### src/rtl/seq_shift_unit.sv
// seq_shift_unit: multi-cycle shift/rotate engine for the ALU datapath.
// Moves up to STEP bit positions per clock. The ALU control FSM captures
// `result` into ZLO when `done` pulses.
//
// Handshake: `start` is sampled only in IDLE. A rising edge with start=1 in
// IDLE is the accept: operands are captured and the unit is busy until the
// one-cycle `done` pulse. `start` while busy or in DONE is dropped, not queued.
//
// Ports:
//   clk      in   rising-edge clock
//   clr      in   asynchronous active-low reset
//   start    in   launch request (IDLE only)
//   mode     in   000 SHR, 001 SHRA, 010 SHL, 011 ROR, 100 ROL, others illegal
//   data_in  in   operand, captured on accept
//   amount   in   shift count, captured on accept
//   busy     out  high while shifting
//   done     out  one-cycle pulse, result valid
//   illegal  out  pulses with done when the captured mode was illegal
//   result   out  working register; holds the final value after done
module seq_shift_unit #(
  parameter int WIDTH = 32,
  parameter int STEP  = 1,
  localparam int AMT_W = $clog2(WIDTH)
) (
  input  logic             clk,
  input  logic             clr,
  input  logic             start,
  input  logic [2:0]       mode,
  input  logic [WIDTH-1:0] data_in,
  input  logic [AMT_W-1:0] amount,
  output logic             busy,
  output logic             done,
  output logic             illegal,
  output logic [WIDTH-1:0] result
);

  // One extra bit so STEP itself (which may equal WIDTH) is representable.
  localparam int CNT_W = AMT_W + 1;
  localparam logic [CNT_W-1:0] STEP_C = CNT_W'(STEP);

  typedef enum logic [1:0] {
    S_IDLE  = 2'd0,
    S_SHIFT = 2'd1,
    S_DONE  = 2'd2
  } state_t;

  state_t           state_q, state_d;
  logic [WIDTH-1:0] result_q, result_d;
  logic [AMT_W-1:0] rem_q, rem_d;
  logic [2:0]       mode_q, mode_d;
  logic             ill_q, ill_d;

  logic [CNT_W-1:0] rem_ext;
  logic [CNT_W-1:0] n;
  logic [WIDTH-1:0] step_res;

  // Apply operation m by a fixed distance k (0..STEP). Rotates by k=WIDTH
  // wrap back to the identity because the complementary shift is by zero.
  function automatic logic [WIDTH-1:0] apply_op(input logic [WIDTH-1:0] v,
                                                input logic [2:0] m,
                                                input int k);
    case (m)
      3'b000:  return v >> k;
      3'b001:  return $unsigned($signed(v) >>> k);
      3'b010:  return v << k;
      3'b011:  return (v >> k) | (v << (WIDTH - k));
      3'b100:  return (v << k) | (v >> (WIDTH - k));
      default: return v;
    endcase
  endfunction

  always_comb begin
    rem_ext = {1'b0, rem_q};
    n       = (rem_ext < STEP_C) ? rem_ext : STEP_C;

    // Barrel over the STEP+1 possible per-cycle distances.
    step_res = result_q;
    for (int k = 0; k <= STEP; k++) begin
      if (n == CNT_W'(k)) step_res = apply_op(result_q, mode_q, k);
    end
  end

  always_comb begin
    state_d  = state_q;
    result_d = result_q;
    rem_d    = rem_q;
    mode_d   = mode_q;
    ill_d    = ill_q;

    case (state_q)
      S_IDLE: begin
        if (start) begin
          state_d  = S_SHIFT;
          result_d = data_in;
          mode_d   = mode;
          ill_d    = (mode > 3'd4);
          // An illegal op spends its single SHIFT cycle doing nothing.
          rem_d    = (mode > 3'd4) ? '0 : amount;
        end
      end
      S_SHIFT: begin
        result_d = step_res;
        // n never exceeds rem_q, so it fits in AMT_W bits here.
        rem_d    = rem_q - n[AMT_W-1:0];
        if (rem_ext <= STEP_C) state_d = S_DONE;
      end
      S_DONE: begin
        state_d = S_IDLE;
      end
      default: begin
        state_d = S_IDLE;
      end
    endcase
  end

  always_ff @(posedge clk or negedge clr) begin
    if (!clr) begin
      state_q  <= S_IDLE;
      result_q <= '0;
      rem_q    <= '0;
      mode_q   <= 3'b000;
      ill_q    <= 1'b0;
    end else begin
      state_q  <= state_d;
      result_q <= result_d;
      rem_q    <= rem_d;
      mode_q   <= mode_d;
      ill_q    <= ill_d;
    end
  end

  assign busy    = (state_q == S_SHIFT);
  assign done    = (state_q == S_DONE);
  assign illegal = (state_q == S_DONE) && ill_q;
  assign result  = result_q;

endmodule

### config.mk
export PLATFORM = sky130hd
export DESIGN_NAME = seq_shift_unit
export DESIGN_NICKNAME = d
export VERILOG_FILES = /design/src/rtl/seq_shift_unit.sv
export SDC_FILE = /design/constraint.sdc
export NUM_CORES = 1
export LEC_CHECK = 0
export CAP_MARGIN = 20
export CORE_MARGIN = 10
export CORE_UTILIZATION = 51
export DETAILED_ROUTE_END_ITERATION = 10
export GPL_ROUTABILITY_DRIVEN = 0
export GPL_TIMING_DRIVEN = 0
export PLACE_DENSITY = 0.86
export SLEW_MARGIN = 20
export SYNTH_ARGS = -nofsm -noshare
export SYNTH_HDL_FRONTEND = slang
export SYNTH_SLANG_ARGS = --single-unit
### constraint.sdc
create_clock -name clk -period 2.85 [get_ports clk]
set_input_delay 0.57 -clock clk [delete_from_list [all_inputs] [get_ports clk]]
set_output_delay 0.57 -clock clk [all_outputs]
set_load 0.05 [all_outputs]
# After elaboration in Yosys (flattened, before gate mapping)

Cells that the tools add are included.

Register bits: 43
Bits in latches: 0
Bits in writable memories: 0
Memory bits (read-only): 0
Input bits: 43
Output and inout bits: 35
Logic and storage cells: 45
Memories: 0

Add/sub/neg operators: 1
Multiply operators: 0
Div/mod/pow operators: 0
Magnitude comparators: 3
Equality and inequality tests: 13
Shifts and indexed selects: 0
Multiplexer cells: 11
Bitwise operators: 2
Reduce and logical (&&, ||, !) cells: 9

Operators with widths:

| cell                                                                         | number |
|---|---|
| 32-bit case mux with 5 select lines                                          | 1 |
| 32-bit 2-to-1 mux                                                            | 2 |
| 32-bit case mux with 2 select lines                                          | 1 |
| 31-bit by 32-bit bitwise OR with 32-bit output                               | 1 |
| 32-bit by 1-bit bitwise OR with 32-bit output                                | 1 |
| 5-bit 2-to-1 mux                                                             | 3 |
| 5-bit case mux with 2 select lines                                           | 1 |
| 3-bit by 2-bit == test with 1-bit output, second input constant              | 2 |
| 6-bit by 1-bit != test with 1-bit output, second input constant              | 1 |
| 2-bit AND reduction                                                          | 3 |
| 5-bit by 1-bit == test with 1-bit output, second input constant              | 1 |
| 5-bit by 1-bit <= comparator with 1-bit output, second input constant        | 1 |
| 5-bit by 1-bit less-than comparator with 1-bit output, second input constant | 1 |
| 5-bit by 1-bit != test with 1-bit output, second input constant              | 1 |
| 5-bit AND reduction                                                          | 1 |
| 5-bit subtractor                                                             | 1 |
| 2-bit 2-to-1 mux                                                             | 2 |
| 2-bit by 1-bit != test with 1-bit output, second input constant              | 2 |
| 2-bit != test, second input constant                                         | 2 |
| 2-bit case mux with 2 select lines                                           | 1 |
| 4-bit AND reduction                                                          | 1 |
| 3-bit by 1-bit == test with 1-bit output, second input constant              | 1 |
| 3-bit == test, second input constant                                         | 1 |
| 3-bit > comparator, second input constant                                    | 1 |
| other kinds (6)                                                              | 6 |

# Depth between registers and ports, before layout

Depth in word-level cells: 5
Mapped depth: 8
Mapped depth without buffers: 8

# Worst setup path after synthesis

Ideal clock, no wire load.

Path kind: register to output
Start: register state_q[0]
End: output illegal
Data arrival time: 1784 ps
Required time: 2280 ps
Setup slack: 496 ps
Stages on the path, launching flop included: 4
Buffers on the path: 1
Path through: dfrtp_1 buf_2 nor2b_1 and2_1

Word-level cells in the longest chain between the ends: 2

RTL lines:

| element                  | RTL line | source |
|---|---|---|
| start: declaration       | 47       | `state_t state_q, state_d;` |
| start signal: assignment | 124      | `state_q <= state_d;` |
| 2-bit == test            | -        |  |
| via done                 | 32       | `output logic done,` |
| 1-bit logical AND        | 134      | `assign illegal = (state_q == S_DONE) && ill_q;` |
| end: declaration         | 33       | `output logic illegal,` |

The timed path passes the listed nets, and every way through them passes these cells.

# Final worst setup path

Start: register state_q[0]
End: output busy

Word-level cells in the longest chain between the ends: 1

RTL lines:

| element                                  | RTL line | source |
|---|---|---|
| 2-bit by 1-bit == test with 1-bit output | 132      | `assign busy = (state_q == S_SHIFT);` |
| end: declaration                         | 31       | `output logic busy,` |

Every way passes these cells.

==> results by group <==
Synth
  • Cell taking the most area after synthesis: dfrtp_1
  • Synth Area in Adders: 0.004792
  • Syn Std Cell Area: ~2600 µm²
  • Top post-synthesis cells by area: dfrtp_1 (41%), o221ai_2 (17%), mux2i_1 (13%)
  • Post-synthesis sequential area ratio: 0.4121
  • Avg Cell Area, Syn: 10.40 µm²
  • Largest family of logic cells by synthesized area: compound AO/OA/AOI/OAI gates
  • Simple-gate share of the synthesized area: 0.1370
  • Post-synthesis net count: 295
  • Synth Area in XOR/XNOR: 0.003354
  • Post-Synthesis Cells: 251
  • Unique masters post-synth: 35
  • Top cell type's share of synthesized area: 0.4121
  • Multiplexer area fraction after synthesis: 0.1394
  • Yosys reg bits: 43
  • Yosys warns: 0
  • Synth Area in Compound Gates: 0.2434

Clock tree
  • CTS tree: done
  • CTS Buffer Depth: 2
  • CTS Sinks: 43
  • Clock root cell: clkbuf_8
  • TritonCTS Buffers: 5
  • Clk pin slew, worst setup/hold paths: 80 ps
  • Htree depth: 2
  • Worst skew pair latency: approximately 300 ps
  • Post-CTS Setup Inserts: 0

Critical path
  • Setup CP Type: reg2out
  • CP Max Fanout: 10
  • Reg2reg setup slack: 910 ps
  • Endpoint class of the critical path: output port
  • CP cell instances: buf_2 -> nand2b_1 -> clkbuf_1 -> inv_1 -> dlygate4sd2_1
  • Critical path startpoint category: flip-flop
  • WP data required: roughly 2300 ps
  • Crit path buf inv count: 4
  • CP Data Arrival Time: 2010 ps
  • Slowest stage cell on the critical path: dlygate4sd2_1
  • Largest delay share family, worst path: buffers and inverters
  • Max incr delay on CP: 480 ps

GRT
  • Initial antenna violation count: 0
  • Vias in the first global route: 2374
  • Largest net degree at the start of global routing: 29
  • GRT Overall Usage: 0.1712
  • First-pass GRT wire length: 11.98 mm
  • Global route total overflow: 0

Floorplanning
  • Die X: 91.56 µm
  • Cell row count: 25
  • Die area: 8382 µm²
  • Initial cell density of the core: 0.5386
  • Top Ports: approximately 80
  • Die Height: 91.56 µm
  • Area of the core: 4848 µm²

STA
  • Hold_ws: 187.5 ps
  • Fin crit period: between 2000 and 3000 ps
  • Final Max Slew Viols: 0
  • Max Fclk: 387.0 MHz
  • Slew HR: 0.6242
  • Final setup TNS: 0 ps
  • Clock Skews: about 8.7 ps
  • Final WS setup: 265.7 ps
  • RSZ-0062 raised after global routing: no
  • Final hold vios: 0
  • Fin crit share: 0.9068
  • Setup violations, final: 0
  • Least-Margin Pin Slew: 562.5 ps

Routing
  • Vias: ~2300
  • Via/cell ratio: around 5.6
  • Antenna-violating nets left: 0
  • DR pass1 iterations: 4
  • Avg WL per Cell: ~18 µm
  • DRT iter0 DRCs: between 40 and 50
  • Post-Route WL: ~7.2 mm
  • DRC: 0

Finish
  • Syn-to-layout area delta: 36.37%
  • Layout net count: 380
  • # diodes: 0
  • Fin util: 0.7345
  • Most common cell after layout, fill and taps aside: clkdlybuf4s50_1
  • Layout cell share with drive strength beyond 1: 0.1751
  • Most frequent cells in the layout: clkdlybuf4s50_1 (75), nand2_1 (64), dfrtp_1 (43)

Place
  • Port bufs: between 70 and 80
  • Pre-CTS setup slack: 327.8 ps
  • DP Wirelength: 5.343 mm

Run status
  • Status: complete, no violations

Job
  • Max-Cap Viols: 0

Worst hold path
  • Hold Crit Class: in2async
## metrics by stage
stage	instances	cell area (µm²)
5_1_grt	404	3561
3_3_place_gp	395	3466
6_report	404	3561
3_5_place_dp	396	3481
2_1_floorplan	251	2611
4_1_cts	404	3561
## worst paths after layout
| path | start | endpoint | cells after the start |
|---|---|---|---|
| max in group asynchronous | clr | result[14]$_DFFE_PN0P_ | 2 |
| min in group clk | ill_q$_DFFE_PN0P_ | ill_q$_DFFE_PN0P_ | 2 |
| max | state_q[0]$_DFFE_PN0P_ | busy | 5 |
| max reg2reg | rem_q[3]$_DFFE_PN0P_ | result[11]$_DFFE_PN0P_ | 6 |
| min reg2reg | ill_q$_DFFE_PN0P_ | ill_q$_DFFE_PN0P_ | 2 |
| min | clr | mode_q[1]$_DFFE_PN0P_ | 1 |
## flip-flops by register name (all words and copies together), names as in the netlist
| signal | cells |
|---|---|
| rem_q | 5 |
| mode_q | 3 |
| result | 32 |
| ill_q | 1 |
| state_q | 2 |
## worst reg2reg max path, stage by stage, from the launching register on
cell and delay (ps):
dfrtp_1 440, nor4_2 450, a311o_1 260, buf_6 140, clkbuf_1 370, nand2_1 130, o221ai_2 70
## repair_timing
| item | CTS | global route |
|---|---|---|
| hold buffers | 0 | 0 |
| resized for setup | 1 | 0 |
| setup endpoints to repair | 1 | 0 |
## cell families (layout without fill, tap and decap cells)
group           Yosys count  count (layout)
fa+ha+maj                 1               1
compound gates           58              58
mux                      36              36
flops                    43              43
buf+inv                  30             116
xor+xnor                  1               1
simple gates             82              82
## synthesized netlist by cell type (all sizes together)
cell	n
clkbuf	6
nand2	64
mux2	3
a21oi	6
o211a	1
o41a	1
nor2	3
ha	1
o21ai	10
inv	9
o221ai	31
nand2b	2
buf	15
or2	1
mux2i	33
o22ai	2
nor4	2
o311ai	1
and2	2
nor2b	3
a311o	1
xnor2	1
o21ba	1
o21bai	1
nand4b	1
a221oi	1
nor3	2
nand3b	1
and4	1
a2bb2oi	1
a32oi	1
dfrtp	43
## area by class of cell
cell class / instances / area [µm²]
multi-input cells: 178 / 1379
repair buffers: 78 / 784.5
clock inverters: 1 / 5.005
plain buffers: 21 / 122.6
fillers: 349 / 1287
inverters: 9 / 33.78
flip-flops and latches: 43 / 1076
well taps: 67 / 83.83
clock buffers: 7 / 76.32
## per-layer routing
layer / vias up / share of wire / GRT usage
li1: 1086 / - / -
met1: 1095 / 0.45 / 0.2243
met2: 63 / 0.48 / 0.2648
met3: 11 / 0.055 / 0.04527
met4: 0 / 0.019 / 0.05875
met5: - / 0 / 0
Power is left out: the tool's default activity adds up to more than one toggle a clock period on the data nets, which glitch-free logic cannot reach.
